==> config.mk <==
export PLATFORM = sky130hd
export DESIGN_NAME = cache_mem_arbiter
export DESIGN_NICKNAME = d
export VERILOG_FILES = /design/src/rtl/cache_mem_arbiter_pkg.sv /design/src/rtl/cache_mem_arbiter_perf_counters.sv /design/src/rtl/cache_mem_arbiter.sv
export SDC_FILE = /design/constraint.sdc
export NUM_CORES = 1
export LEC_CHECK = 0
export CAP_MARGIN = 20
export CORE_AREA = 2 2 570 572
export CTS_CLUSTER_DIAMETER = 60
export DETAILED_ROUTE_END_ITERATION = 8
export DIE_AREA = 0 0 572 574
export MAX_ROUTING_LAYER = met4
export PLACE_DENSITY = 0.3
export SYNTH_ARGS = -nofsm -noshare
export SYNTH_HDL_FRONTEND = slang
export SYNTH_SLANG_ARGS = --single-unit
==> constraint.sdc <==
create_clock -name clk -period 1.5 [get_ports clk]
set_input_delay 0.225 -clock clk [delete_from_list [all_inputs] [get_ports clk]]
set_output_delay 0.225 -clock clk [all_outputs]
set_load 0.02 [all_outputs]
==> src/rtl/cache_mem_arbiter_pkg.sv <==
// Shared types for the I/D cache to physical-memory arbiter.
package arb_types;

  typedef enum logic [1:0] {ARB_IDLE, ARB_ICACHE, ARB_DCACHE} arb_state_t;
  typedef enum logic [1:0] {OWN_NONE, OWN_I, OWN_D} arb_owner_t;

  localparam int PERF_W = 32;

  function automatic arb_owner_t owner_of(input arb_state_t s);
    case (s)
      ARB_ICACHE: return OWN_I;
      ARB_DCACHE: return OWN_D;
      default:    return OWN_NONE;
    endcase
  endfunction

endpackage

==> src/rtl/cache_mem_arbiter_perf_counters.sv <==
// Wrapping grant and conflict event counters for the memory arbiter.
module arb_perf_counters
  import arb_types::*;
(
  input  logic              clk,
  input  logic              rst_n,
  input  logic              grant_i,
  input  logic              grant_d,
  input  logic              conflict,
  output logic [PERF_W-1:0] perf_i_grants,
  output logic [PERF_W-1:0] perf_d_grants,
  output logic [PERF_W-1:0] perf_conflicts
);

  always_ff @(posedge clk or negedge rst_n) begin
    if (!rst_n) begin
      perf_i_grants  <= '0;
      perf_d_grants  <= '0;
      perf_conflicts <= '0;
    end else begin
      if (grant_i)  perf_i_grants  <= perf_i_grants + 1'b1;
      if (grant_d)  perf_d_grants  <= perf_d_grants + 1'b1;
      if (conflict) perf_conflicts <= perf_conflicts + 1'b1;
    end
  end

endmodule

==> src/rtl/cache_mem_arbiter.sv <==
// Arbitrates the single physical-memory line port between I-cache and D-cache misses.
// Define ARB_PERF_CNT_EN to enable the perf_* grant/conflict counters (tied to 0 otherwise).
module cache_mem_arbiter
  import arb_types::*;
#(
  parameter int ADDR_W    = 32,
  parameter int LINE_W    = 256,
  parameter int MAX_D_RUN = 4
) (
  input  logic              clk,
  input  logic              rst_n,
  input  logic              i_pmem_read,
  input  logic [ADDR_W-1:0] i_pmem_address,
  output logic [LINE_W-1:0] i_pmem_rdata,
  output logic              i_pmem_resp,
  input  logic              d_pmem_read,
  input  logic              d_pmem_write,
  input  logic [ADDR_W-1:0] d_pmem_address,
  input  logic [LINE_W-1:0] d_pmem_wdata,
  output logic [LINE_W-1:0] d_pmem_rdata,
  output logic              d_pmem_resp,
  output logic              pmem_read,
  output logic              pmem_write,
  output logic [ADDR_W-1:0] pmem_address,
  output logic [LINE_W-1:0] pmem_wdata,
  input  logic [LINE_W-1:0] pmem_rdata,
  input  logic              pmem_resp,
  output logic [PERF_W-1:0] perf_i_grants,
  output logic [PERF_W-1:0] perf_d_grants,
  output logic [PERF_W-1:0] perf_conflicts
);

  localparam int RUN_W = $clog2(MAX_D_RUN + 1);
  localparam logic [RUN_W-1:0] RUN_MAX = RUN_W'(MAX_D_RUN);

  arb_state_t       state, state_nxt;
  arb_owner_t       owner;
  logic [RUN_W-1:0] d_run;
  logic             d_req, grant_i, grant_d;

  assign d_req = d_pmem_read | d_pmem_write;
  assign owner = owner_of(state);

  always_comb begin
    state_nxt = state;
    grant_i   = 1'b0;
    grant_d   = 1'b0;
    case (state)
      ARB_IDLE: begin
        // D is favoured; I only wins once D has used up its run budget.
        if (d_req && !(i_pmem_read && d_run == RUN_MAX)) begin
          grant_d   = 1'b1;
          state_nxt = ARB_DCACHE;
        end else if (i_pmem_read) begin
          grant_i   = 1'b1;
          state_nxt = ARB_ICACHE;
        end
      end
      ARB_ICACHE, ARB_DCACHE: if (pmem_resp) state_nxt = ARB_IDLE;
      default: state_nxt = ARB_IDLE;
    endcase
  end

  always_ff @(posedge clk or negedge rst_n) begin
    if (!rst_n) state <= ARB_IDLE;
    else        state <= state_nxt;
  end

  always_ff @(posedge clk or negedge rst_n) begin
    if (!rst_n)                         d_run <= '0;
    else if (!i_pmem_read || grant_i)   d_run <= '0;
    else if (grant_d && d_run != RUN_MAX) d_run <= d_run + 1'b1;
  end

  // Command registers: loaded on grant, held while busy, dropped after resp.
  always_ff @(posedge clk or negedge rst_n) begin
    if (!rst_n) begin
      pmem_read    <= 1'b0;
      pmem_write   <= 1'b0;
      pmem_address <= '0;
      pmem_wdata   <= '0;
    end else if (grant_d) begin
      pmem_read    <= d_pmem_read & ~d_pmem_write;
      pmem_write   <= d_pmem_write;
      pmem_address <= d_pmem_address;
      pmem_wdata   <= d_pmem_wdata;
    end else if (grant_i) begin
      pmem_read    <= 1'b1;
      pmem_write   <= 1'b0;
      pmem_address <= i_pmem_address;
    end else if (state != ARB_IDLE && pmem_resp) begin
      pmem_read    <= 1'b0;
      pmem_write   <= 1'b0;
    end
  end

  assign i_pmem_resp  = pmem_resp && (owner == OWN_I);
  assign d_pmem_resp  = pmem_resp && (owner == OWN_D);
  assign i_pmem_rdata = pmem_rdata;
  assign d_pmem_rdata = pmem_rdata;

`ifdef ARB_PERF_CNT_EN
  arb_perf_counters u_perf (
    .clk            (clk),
    .rst_n          (rst_n),
    .grant_i        (grant_i),
    .grant_d        (grant_d),
    .conflict       (grant_d & i_pmem_read),
    .perf_i_grants  (perf_i_grants),
    .perf_d_grants  (perf_d_grants),
    .perf_conflicts (perf_conflicts)
  );
`else
  assign perf_i_grants  = '0;
  assign perf_d_grants  = '0;
  assign perf_conflicts = '0;
`endif

  // Requesters must hold request and address until their transaction completes.
  a_i_hold: assert property (@(posedge clk) disable iff (!rst_n)
    (state == ARB_ICACHE && !pmem_resp) |-> (i_pmem_read && i_pmem_address == pmem_address));
  a_d_hold: assert property (@(posedge clk) disable iff (!rst_n)
    (state == ARB_DCACHE && !pmem_resp) |-> (d_req && d_pmem_address == pmem_address));
  a_d_rw: assert property (@(posedge clk) disable iff (!rst_n)
    !(d_pmem_read && d_pmem_write));

endmodule

==> reports/qor_table.md <==
| Step | Parameter | Reported |
| --- | --- | --- |
| setup path | Category of the worst setup path capture point | output pin |
| pwr | Cell Int Power | 42.9 mW |
| finish | Final nets | 3038 |
| global route | GRT Overall Usage | 9.29% |
| logic synthesis | Number of distinct library cells after synthesis | 23 |
| setup path | Worst endpoint required time | 1.27 ns |
| pwr | Sequential power share | 21.9% |
| finish | Ratio of cells with drive above 1 in the final layout | 39.0% |
| floorplanning | Count of standard-cell rows | 209 |
| floorplanning | Horiz. Die Dim | 572 um |
| pwr | Reported net switching power | 33.4 mW |
| timing | Hold violation total from the final report | 0 |
| timing | Top achievable clock speed | 513 MHz |
| timing | Number of slew-limit violations in the final report | 0 |
| placement | Number of port buffers | 617 |
| floorplanning | Die H | 574 um |
| clocking | CTS tree | built |
| placement | Setup Slack @ Placement | -0.666 ns |
| routing | Final Routed Wirelength | 165000 um |
| timing | Endpoints failing setup | 427 |
| worst hold path | Worst hold path type | in2reg |
| run status | Violated checks | setup timing |
| timing | Worst Tran Pin Value | 0.648 ns |
| worst hold path | Launch instance of the worst min-delay path | d_pmem_wdata[167] |
| clocking | Total CTS buffers | 57 |
| global route | First-pass GRT wire length | 186000 um |
| placement | Placed inst area | 25100 um2 |
| floorplanning | Number of top-level design ports | 1482 |
| clocking | Clock tree root buffer cell | clkbuf_16 |
| routing | Vias after detailed routing | 14764 |
| setup path | CP startpoint kind | register |
| finish | Post-route design area | 33200 um2 |
| finish | Most common cell after layout, fill and taps aside | nand2_1 |
| routing | Per-cell routed wire length | 24.1 um |
| setup path | Largest fanout of any net on the critical path | 2 |
| setup path | Setup slack on the worst flop-to-flop path | -0.38 ns |
| timing | Fin crit period | 1.95 ns |
| logic synthesis | Netlist area before placement | 16200 um2 |
| floorplanning | Starting density of the core | 5.02% |
| setup path | Critical path startpoint | state[1] |
| timing | Worst hold slack across all endpoints | 0.103 ns |
| placement | Last weighted congestion value of the routability-driven placer | 0.867 |
| timing | Largest clock skew in the final design | 0.0747 ns |
| global route | Pin count of the biggest net entering global routing | 64 |
| pwr | Leakage power figure | 14.0 nW |
| placement | Placed wire-length estimate after detailed placement | 131000 um |
| logic synthesis | Syn_area_per_cell | 8.46 um2 |
| logic synthesis | Total of flip-flops plus latches after synthesis | 295 |
| timing | Minimum setup slack in the final design | -0.450 ns |
| logic synthesis | Synthesized instance count | 1914 |
| timing | Slew Limit Headroom | 56.6% |
| pwr | Worst IR drop on VDD | 0.955 mV |
| pwr | Share of total power in the clock network | 18.6% |
| setup path | Worst reg2reg startpoint | d_run[0] |
| timing | Final period util | 130% |
| finish | Area growth syn-to-layout | 105% |
| global route | Antenna violations before repair | 39 |
| pwr | Part of the total power dissipated in combinational logic | 59.5% |
| setup path | Critical path start-end classification | reg2out |
| logic synthesis | Sequential element share of the synthesized area | 45.6% |
| clocking | Skew-Pair Late Insertion Delay | 0.73 ns |
| routing | Mean number of vias per cell | 2.16 |
| run status | Status | finished with violations |
| floorplanning | Core Footprint | 323000 um2 |
| routing | Number of nets still failing antenna checks after routing | 0 |
| timing | Setup repair after global routing missed its margin | true |
| clocking | Maximum level of the CTS H-tree | 2 |
| floorplanning | Die footprint | 328000 um2 |
| routing | Count of unresolved DRC violations after routing | 0 |
| clocking | Reg clk slew, reported paths | 0.05 ns |
| pwr | Switching share of power | 43.8% |
| routing | Pre-antenna DRT Iters | 5 |
| logic synthesis | Number of warnings issued by yosys | 0 |
| setup path | Arrival @ worst endpoint | 1.72 ns |
| finish | Top library cells by usage in the layout, fill and taps aside | nand2_1, clkdlybuf4s50_1, dfrtp_1, buf_6, dlygate4sd3_1 |
| global route | Via count of the first global-routing pass | 14922 |
| clocking | Number of buffers on the longest clock path | 3 |
| global route | Aggregate global routing overflow | 0 |
| routing | Starting DRC count in detailed routing | 718 |
| clocking | Number of sinks driven by the clock tree | 295 |
| run | Reported max-cap violation count | 0 |
| pwr | Total power divided by cell area | 2300 nW/um2 |
## final cells by class
| cell class | instances | area [um2] |
|---|---|---|
| Antenna cell | 6 | 15.0 |
| Fill cell | 37252 | 289000 |
| Multi-Input combinational cell | 1029 | 5230 |
| Tap cell | 4325 | 5410 |
| Clock buffer | 62 | 1470 |
| Sequential cell | 295 | 7440 |
| Clock inverter | 46 | 563 |
| Timing Repair Buffer | 1063 | 13100 |
| Inverter | 5 | 18.8 |
## flip-flops by register name, summed over array words and instances (netlist names)
name          flops
pmem_wdata      256
pmem_address     32
d_run             3
state             2
pmem_read         1
pmem_write        1
## power groups by stage
| stage | sequential, mW | clock (mW) | combinational, mW |
|---|---|---|---|
| global route | 17.0 | 15.1 | 48.7 |
| detailed placement | 16.0 | 0 | 32.9 |
| global placement | 16.1 | 0 | 33.0 |
| floorplan | 18.7 | 0 | 9.88 |
| finish | 16.7 | 14.2 | 45.4 |
| CTS | 16.5 | 14.9 | 36.9 |
## Yosys cell counts
library cell    n  area share, %
a22oi_1         1          0.046
and3_4          1          0.070
buf_6          23            1.6
nand3_1         3          0.093
or2_1           1          0.039
conb_1          1          0.023
buf_4         619             29
clkbuf_1        3          0.070
o21ai_2         1          0.054
nor2b_1         1          0.039
dfrtp_1       295             46
o21ai_0         3          0.093
inv_1           5           0.12
a2bb2oi_1       1          0.054
buf_2          35            1.1
a21boi_0        1          0.046
mux2i_1         3           0.19
ha_1            5           0.39
o21a_1          2          0.093
nor2_1         37           0.86
and2_1          3           0.12
nand2_1       804             19
a21oi_1        66            2.0
## kinds of logic after synthesis
family,share of synthesized area (%)
and+or+nand+nor,19.8
buffers and inverters,31.6
DFF,45.6
AOI/OAI and AO/OA,2.43
adders and majority gates,0.386
muxes,0.185
other,0.0232
## stage by stage
stage	utilization (%)	power [mW]	setup TNS [ns]	cells
global placement	7.77	49.1	-146.81	6364
finish	10.3	76.3	-88.69	6831
global route	10.3	80.8	-135.92	6828
detailed placement	7.77	49.0	-151.85	6364
floorplan	-	28.6	-0.546	2009
CTS	9.29	68.3	-103.63	6698
## layer usage
layer | GRT usage (%) | part of all wire (%) | wire, um
met4 | 4.14 | 4.9 | 7990
met5 | - | 0 | 0
met3 | 8.59 | 20 | 33500
met2 | 12.8 | 41 | 67800
met1 | 8.75 | 34 | 55300
## worst paths after layout
check / depth (start not counted) / end
setup reg to reg: 10 / pmem_address[8]
hold reg to reg: 2 / pmem_wdata[1]
max in group asynchronous: 3 / pmem_address[8]
setup / recovery: 5 / i_pmem_resp
hold / removal: 3 / pmem_wdata[167]
min in group asynchronous: 3 / pmem_wdata[235]
## timing repair
item	4_1_cts	5_1_grt
pin swaps	10	126
buffers inserted	47	86
setup endpoints to repair	583	580
hold buffers	174	0
resized for setup	1075	440
cloned	8	47
hold endpoints to repair	467	0
## critical path: stages (launching register included)
cell	delay [ns]
dfrtp_1	0.38
inv_2	0.06
buf_6	0.09
ha_4	0.18
and2_4	0.17
buf_12	0.11
Power figures use the tool's default switching activity.
